===== src/rtl/mem_pkg.sv =====
// Shared encodings for the load/store unit: access sizes, FSM states and the
// default data-memory depth.
package mem_pkg;

  localparam logic [1:0] SZ_BYTE = 2'd0;
  localparam logic [1:0] SZ_HALF = 2'd1;
  localparam logic [1:0] SZ_WORD = 2'd2;

  localparam int DM_DEPTH_DEF = 1024;

  typedef enum logic [1:0] {
    ST_IDLE,
    ST_READ,
    ST_WRITE,
    ST_RESP
  } state_e;

  // Byte and half stores need a read-modify-write; size 3 counts as word.
  function automatic logic is_sub_word(input logic [1:0] size);
    return (size == SZ_BYTE) || (size == SZ_HALF);
  endfunction

endpackage


===== src/rtl/lane_mux.sv =====
// Little-endian lane steering: extracts and extends a byte/half for loads, and
// merges a byte/half into a word for read-modify-write stores.
module lane_mux
  import mem_pkg::*;
(
  input  logic [1:0]  size,
  input  logic [1:0]  addr_lo,
  input  logic        sign,
  input  logic [31:0] word_in,
  input  logic [31:0] lane_in,
  output logic [31:0] load_data,
  output logic [31:0] store_word
);

  logic [7:0]  byte_sel;
  logic [15:0] half_sel;

  always_comb begin
    byte_sel = word_in[{addr_lo, 3'b000} +: 8];
    half_sel = word_in[{addr_lo[1], 4'b0000} +: 16];

    case (size)
      SZ_BYTE: load_data = {{24{sign & byte_sel[7]}}, byte_sel};
      SZ_HALF: load_data = {{16{sign & half_sel[15]}}, half_sel};
      SZ_WORD, 2'd3: load_data = word_in;
      default: load_data = word_in;
    endcase

    store_word = word_in;
    case (size)
      SZ_BYTE: store_word[{addr_lo, 3'b000} +: 8]    = lane_in[7:0];
      SZ_HALF: store_word[{addr_lo[1], 4'b0000} +: 16] = lane_in[15:0];
      default: store_word = lane_in;
    endcase
  end

endmodule


===== src/rtl/mem_access_unit.sv =====
// Single-outstanding load/store controller in front of a word-only data memory.
// Optional alignment/range checking is enabled by defining ALIGN_CHECK_EN.
module mem_access_unit
  import mem_pkg::*;
#(
  parameter int ADDR_W   = 32,
  parameter int DM_DEPTH = DM_DEPTH_DEF
) (
  input  logic              clk,
  input  logic              reset,
  input  logic              req_valid,
  output logic              req_ready,
  input  logic              req_we,
  input  logic [1:0]        req_size,
  input  logic              req_sign,
  input  logic [ADDR_W-1:0] req_addr,
  input  logic [31:0]       req_wdata,
  output logic              resp_valid,
  output logic [31:0]       resp_rdata,
  output logic              resp_err,
  output logic [ADDR_W-1:0] dm_addr,
  output logic [31:0]       dm_wdata,
  output logic              dm_we,
  input  logic [31:0]       dm_rdata
);

`ifdef ALIGN_CHECK_EN
  localparam bit ALIGN_CHK = 1'b1;
`else
  localparam bit ALIGN_CHK = 1'b0;
`endif

  state_e            state_q, state_d;
  logic              we_q, we_d;
  logic              sign_q, sign_d;
  logic [1:0]        size_q, size_d;
  logic [ADDR_W-1:0] addr_q, addr_d;
  logic [31:0]       wdata_q, wdata_d;
  logic [31:0]       merge_q, merge_d;
  logic [31:0]       rdata_q, rdata_d;
  logic              valid_q, valid_d;
  logic              err_q, err_d;

  logic        accept;
  logic        misalign;
  logic        out_of_range;
  logic        acc_err;
  logic [31:0] mux_word_in;
  logic [31:0] load_data;
  logic [31:0] store_word;

  assign accept       = req_valid && (state_q == ST_IDLE);
  assign misalign     = ((req_size == SZ_HALF) && req_addr[0]) ||
                        (req_size[1] && (req_addr[1:0] != 2'b00));
  assign out_of_range = req_addr[ADDR_W-1:2] >= (ADDR_W-2)'(DM_DEPTH);
  assign acc_err      = ALIGN_CHK && (misalign || out_of_range);

  // Loads look at the live read word; the store merge works on the snapshot.
  assign mux_word_in = (state_q == ST_WRITE) ? merge_q : dm_rdata;

  lane_mux u_lane_mux (
    .size       (size_q),
    .addr_lo    (addr_q[1:0]),
    .sign       (sign_q),
    .word_in    (mux_word_in),
    .lane_in    (wdata_q),
    .load_data  (load_data),
    .store_word (store_word)
  );

  always_comb begin
    state_d = state_q;
    we_d    = we_q;
    sign_d  = sign_q;
    size_d  = size_q;
    addr_d  = addr_q;
    wdata_d = wdata_q;
    merge_d = merge_q;
    rdata_d = rdata_q;
    valid_d = 1'b0;
    err_d   = 1'b0;

    case (state_q)
      ST_IDLE: if (accept) begin
        we_d    = req_we;
        sign_d  = req_sign;
        size_d  = req_size;
        addr_d  = req_addr;
        wdata_d = req_wdata;
        if (acc_err) begin
          state_d = ST_RESP;
          valid_d = 1'b1;
          err_d   = 1'b1;
          rdata_d = '0;
        end else if (!req_we || is_sub_word(req_size)) begin
          state_d = ST_READ;
        end else begin
          state_d = ST_WRITE;
        end
      end
      ST_READ: if (we_q) begin
        merge_d = dm_rdata;
        state_d = ST_WRITE;
      end else begin
        rdata_d = load_data;
        state_d = ST_RESP;
        valid_d = 1'b1;
      end
      ST_WRITE: begin
        state_d = ST_RESP;
        valid_d = 1'b1;
        rdata_d = '0;
      end
      ST_RESP: state_d = ST_IDLE;
      default: state_d = ST_IDLE;
    endcase
  end

  always_ff @(posedge clk) begin
    if (reset) begin
      state_q <= ST_IDLE;
      we_q    <= 1'b0;
      sign_q  <= 1'b0;
      size_q  <= SZ_BYTE;
      addr_q  <= '0;
      wdata_q <= '0;
      merge_q <= '0;
      rdata_q <= '0;
      valid_q <= 1'b0;
      err_q   <= 1'b0;
    end else begin
      state_q <= state_d;
      we_q    <= we_d;
      sign_q  <= sign_d;
      size_q  <= size_d;
      addr_q  <= addr_d;
      wdata_q <= wdata_d;
      merge_q <= merge_d;
      rdata_q <= rdata_d;
      valid_q <= valid_d;
      err_q   <= err_d;
    end
  end

  assign req_ready  = (state_q == ST_IDLE);
  assign resp_valid = valid_q;
  assign resp_rdata = rdata_q;
  assign resp_err   = err_q;
  assign dm_we      = (state_q == ST_WRITE);
  assign dm_wdata   = (state_q == ST_WRITE) ? store_word : '0;
  assign dm_addr    = (state_q == ST_IDLE) ? '0 : {addr_q[ADDR_W-1:2], 2'b00};

endmodule


===== config.mk =====
export PLATFORM = sky130hd
export DESIGN_NAME = mem_access_unit
export DESIGN_NICKNAME = d
export VERILOG_FILES = /design/src/rtl/mem_pkg.sv /design/src/rtl/lane_mux.sv /design/src/rtl/mem_access_unit.sv
export SDC_FILE = /design/constraint.sdc
export NUM_CORES = 1
export LEC_CHECK = 0
export BUFFER_PORTS_ARGS = -buffer_cell sky130_fd_sc_hd__buf_2
export CAP_MARGIN = 20
export CORE_MARGIN = 3
export CORE_UTILIZATION = 52
export DETAILED_ROUTE_END_ITERATION = 10
export PLACE_DENSITY_LB_ADDON = 0.08
export SLEW_MARGIN = 20
export SYNTH_ARGS = -nofsm -noshare
export SYNTH_HDL_FRONTEND = slang
export SYNTH_SLANG_ARGS = --single-unit

===== constraint.sdc =====
create_clock -name clk -period 2.7 [get_ports clk]
set_input_delay 0.27 -clock clk [delete_from_list [all_inputs] [get_ports clk]]
set_output_delay 0.27 -clock clk [all_outputs]
set_load 0.01 [all_outputs]

==> flow_summary_export.csv <==
group,metric,value,unit
run_status,outcome,"complete, no violations",
power,power-per-cell-area,891,mW/mm^2
power,seq_power_share,0.320,
clock_network,cts_buffers,17,
grt,grt_pass1_wl,35.6,mm
sta,max_freq,386,MHz
sta,finClkSkew,0.00595,ns
synth,syn_area,0.00701,sq mm
clock_network,cts_sinks,135,
synth,synth_top_family_by_area,"simple AND/OR/NAND/NOR gates",
routing,detail_route.vias_per_cell,5.61,
place,dp_hpwl,16.1,mm
sta,setup_total_negative_slack,0,ns
grt,global_router_s_overall_resource_usage,0.309,
clock_network,clkSlewWorstSetupHoldPaths,0.06,ns
power,reported_leakage_power,3.86,nW
sta,fin_worst_hold_slack,0.0766,ns
synth,synth-xor-area-share,0,
die,placementRows,41,
power,p_total,8.04,mW
synth,number_of_synthesis_warnings,0,
synth,seq_area_frac_synth,0.385,
flow_run,max_cap_viol_count,0,
die,io-pin-count,203,
synth,dominant_synthesized_flop_cell,"dfxtp_1",
synth,adder_and_majority_gate_portion_of_the_synthesized_area,0.0143,
sta,min_period,2.59,ns
place,gp_congestion,1.00,
power,irDropWorstVdd,506,uV
worst_setup_path,max_stage_delay,0.36,ns
worst_setup_path,crit_path_end_kind,"primary output",
grt,grt_max_degree,79,
grt,antenna_found_initial,0,
worst_setup_path,critical_path_buf_inv_count,3,
place,io_buffer_count,199,
clock_network,max-clock-path-buffers,2,
synth,synthArstFlopShare,0,
cells_and_area,finish.utilization,0.701,
routing,drt-initial-drc-count,753,
worst_setup_path,crit-reg2reg-launch,"state_q[0]",
synth,yosys_register_bits,135,
sta,setup_ws,0.112,ns
routing,detailroute.via_count,7321,
worst_setup_path,crit_family,"compound AO/OA/AOI/OAI gates",
die,die_h,122,microns
synth,number_of_standard_cells_after_synthesis,922,
synth,synth_cell_type_count,49,
sta,max_slew_violation_count,0,
routing,detail_route.wirelength,23.3,mm
grt,globalRouteOverflowTotal,0,
min_path,hold_path_class,"in -> reg",
worst_setup_path,timing.critical_path.required,2.43,ns
synth,synth_edf_count,0,
worst_setup_path,timing.critical_path.from,"addr_q[1]",
worst_setup_path,cp-start-kind,"flip-flop",
cells_and_area,num_antenna_cells,0,
synth,synth-compound-area-share,0.238,
worst_setup_path,critical_path.max_fanout,10,
die,floorplan.die_area,0.0149,sq mm
power,p_int,5.00,mW
place,preCtsSetupSlack,0.393,ns
power,sw_frac_of_total,0.378,
cells_and_area,final_layout_size_suffix_gt1_frac,0.291,
routing,detail-route-antenna-nets,0,
clock_network,ctsHoldBuffers,0,
min_path,worstHoldStart,"req_addr[10]",
synth,postSynthAreaPerCell,7.61,sq um
synth,synth_mux_area_frac,0.0699,
routing,routedWlPerCell,17.8,microns
sta,tightestPinTransition,0.661,ns
die,placeableCoreArea,0.0129,sq mm
routing,detail_route.drc_violations,0,
clock_network,tritoncts_clock_tree,"yes",
power,power.clock.fraction,0.282,
sta,setup_viol_count_final,0,
die,die_w,122,microns
power,power.net_switching,3.04,mW
worst_setup_path,worstPathCellList,"buf_6, ha_1, nor4bb_2, buf_4, a211oi_1, a211o_1, a21boi_0, buf_2",
die,initial_core_util,0.545,
sta,hold_viol_final,0,
cells_and_area,synthToLayoutAreaGrowth,28.7,%
sta,max_slew_margin,0.558,
worst_setup_path,crit_path_top_delay_cell,"dfxtp_1",
grt,vias_in_the_first_global_route,6582,
sta,fin_crit_sh,0.959,
routing,drt_pre_antenna_iters,7,
power,pwr-share-comb,0.398,
cells_and_area,nets,1230,
clock_network,htree_num_levels,4,
worst_setup_path,crit_type,"reg -> out",
synth,synth_simple_gate_area_share,0.242,
cells_and_area,nFillCells,1159,
clock_network,insertion_delay_to_the_later_sink_of_the_worst_skew_pair,0.42,ns
worst_setup_path,critPathArrivalTime,2.32,ns
clock_network,clockRootBuffer,"clkbuf_16",
-- power groups by stage --
stage	Combinational, mW	Sequential, mW	Clock [mW]
2_1_floorplan	1.99	2.55	0
3_3_place_gp	3.04	2.59	0
3_5_place_dp	3.06	2.60	0
4_1_cts	3.10	2.56	2.28
5_1_grt	3.52	2.60	2.39
6_report	3.20	2.58	2.27
-- synth_stat cells, types with 2 or more instances --
master    number  area [sq um]
nand2b_1      10          62.6
nor2_1        38           143
nor2b_1       43           269
a21boi_0       8          60.1
buf_1          6          22.5
a22oi_1       16           120
nand2_1      275          1030
dfxtp_1      135          2700
a21oi_1      132           661
a22o_1         7          61.3
o21ai_0       26           130
buf_2          3          15.0
a32oi_1        8          70.1
o22a_1         2          17.5
and2_1        10          62.6
o221ai_1       8          70.1
a211o_1        8          70.1
o31ai_1        8          60.1
mux2_2         2          22.5
and3_1         2          12.5
mux4_2         7           158
buf_4          6          45.0
nor3_1         4          20.0
a221oi_1       7          61.3
o21ai_2       10          87.6
inv_1          5          18.8
ha_1           8           100
a211oi_1      16           120
clkbuf_1      62           233
mux2i_1       31           310
-- routing by layer --
layer / up-vias / global-route usage / part of all wire
met4: 0 / 0.106 / 0.020
met1: 3381 / 0.436 / 0.44
met5: - / 0 / 0
met2: 329 / 0.465 / 0.46
li1: 3564 / - / -
met3: 47 / 0.0724 / 0.084
-- cells by family (layout without fill, tap and decap cells) --
logic type | count (synthesis) | count (layout)
AOI/OAI and AO/OA | 263 | 263
adders and majority gates | 8 | 8
buffers and inverters | 85 | 293
DFF | 135 | 135
muxes | 40 | 40
other | 1 | 3
and+or+nand+nor | 390 | 390
-- state kept, by name, indices dropped and copies added, names as in the netlist --
signal and count:
resp_rdata 32, state_q 2, wdata_q 32, resp_valid 1, we_q 1, merge_q 32
size_q 2, addr_q 32, sign_q 1
-- layout make-up --
class                      instances  area (sq um)  share of cell area
timing repair buffer             254          1470               0.163
sequential                       135          2700               0.300
clock buffer                      20           447              0.0495
tap                              172           215              0.0238
multi-input combinational        704          4040               0.447
inverter                           7          26.3             0.00291
clock inverter                    12           128              0.0141
-- placed cells by master (no fill, tap or decap), types with 3 or more instances in the layout --
cell	n
a21boi_0	5
a21boi_1	4
buf_4	50
mux2i_2	7
o31ai_1	8
a211o_1	8
o21ai_0	26
dfxtp_1	134
clkbuf_16	17
a221oi_1	7
a22o_1	7
buf_12	4
nor2_1	38
nand2_1	274
a211oi_1	15
a22oi_1	16
o21ai_2	10
ha_1	4
inv_2	3
a21oi_1	132
nor2b_1	43
buf_2	198
and2_1	9
mux4_2	7
clkinv_4	3
clkinv_2	5
mux2i_1	24
inv_1	3
o221ai_1	8
a32oi_1	8
conb_1	3
nand2b_1	10
nor3_1	4
-- worst min-delay path, stage by stage --
cell     delay, ns
buf_2         0.10
nand2_1       0.04
a21oi_1       0.05
-- worst paths after layout --
check | end | slack, ns | cells past startpoint
setup / recovery | dm_wdata[17] | 0.11 | 8
hold / removal | addr_q[10] | 0.08 | 3
setup reg to reg | resp_rdata[17] | 0.42 | 8
hold reg to reg | resp_rdata[27] | 0.45 | 2
-- metrics by stage --
step                instance area, sq um  instances
floorplan                           7020        924
finish                              9030       1304
CTS                                 8910       1297
global route                        9030       1304
detailed placement                  8320       1265
global placement                    8320       1265
-- timing repair --
item | 4_1_cts | 5_1_grt
resized for setup | 3 | 20
pin swaps | 1 | 1
buffers inserted | 0 | 7
endpoints found under the setup margin | 3 | 23
Note: power is estimated with default switching activity, not from simulation.
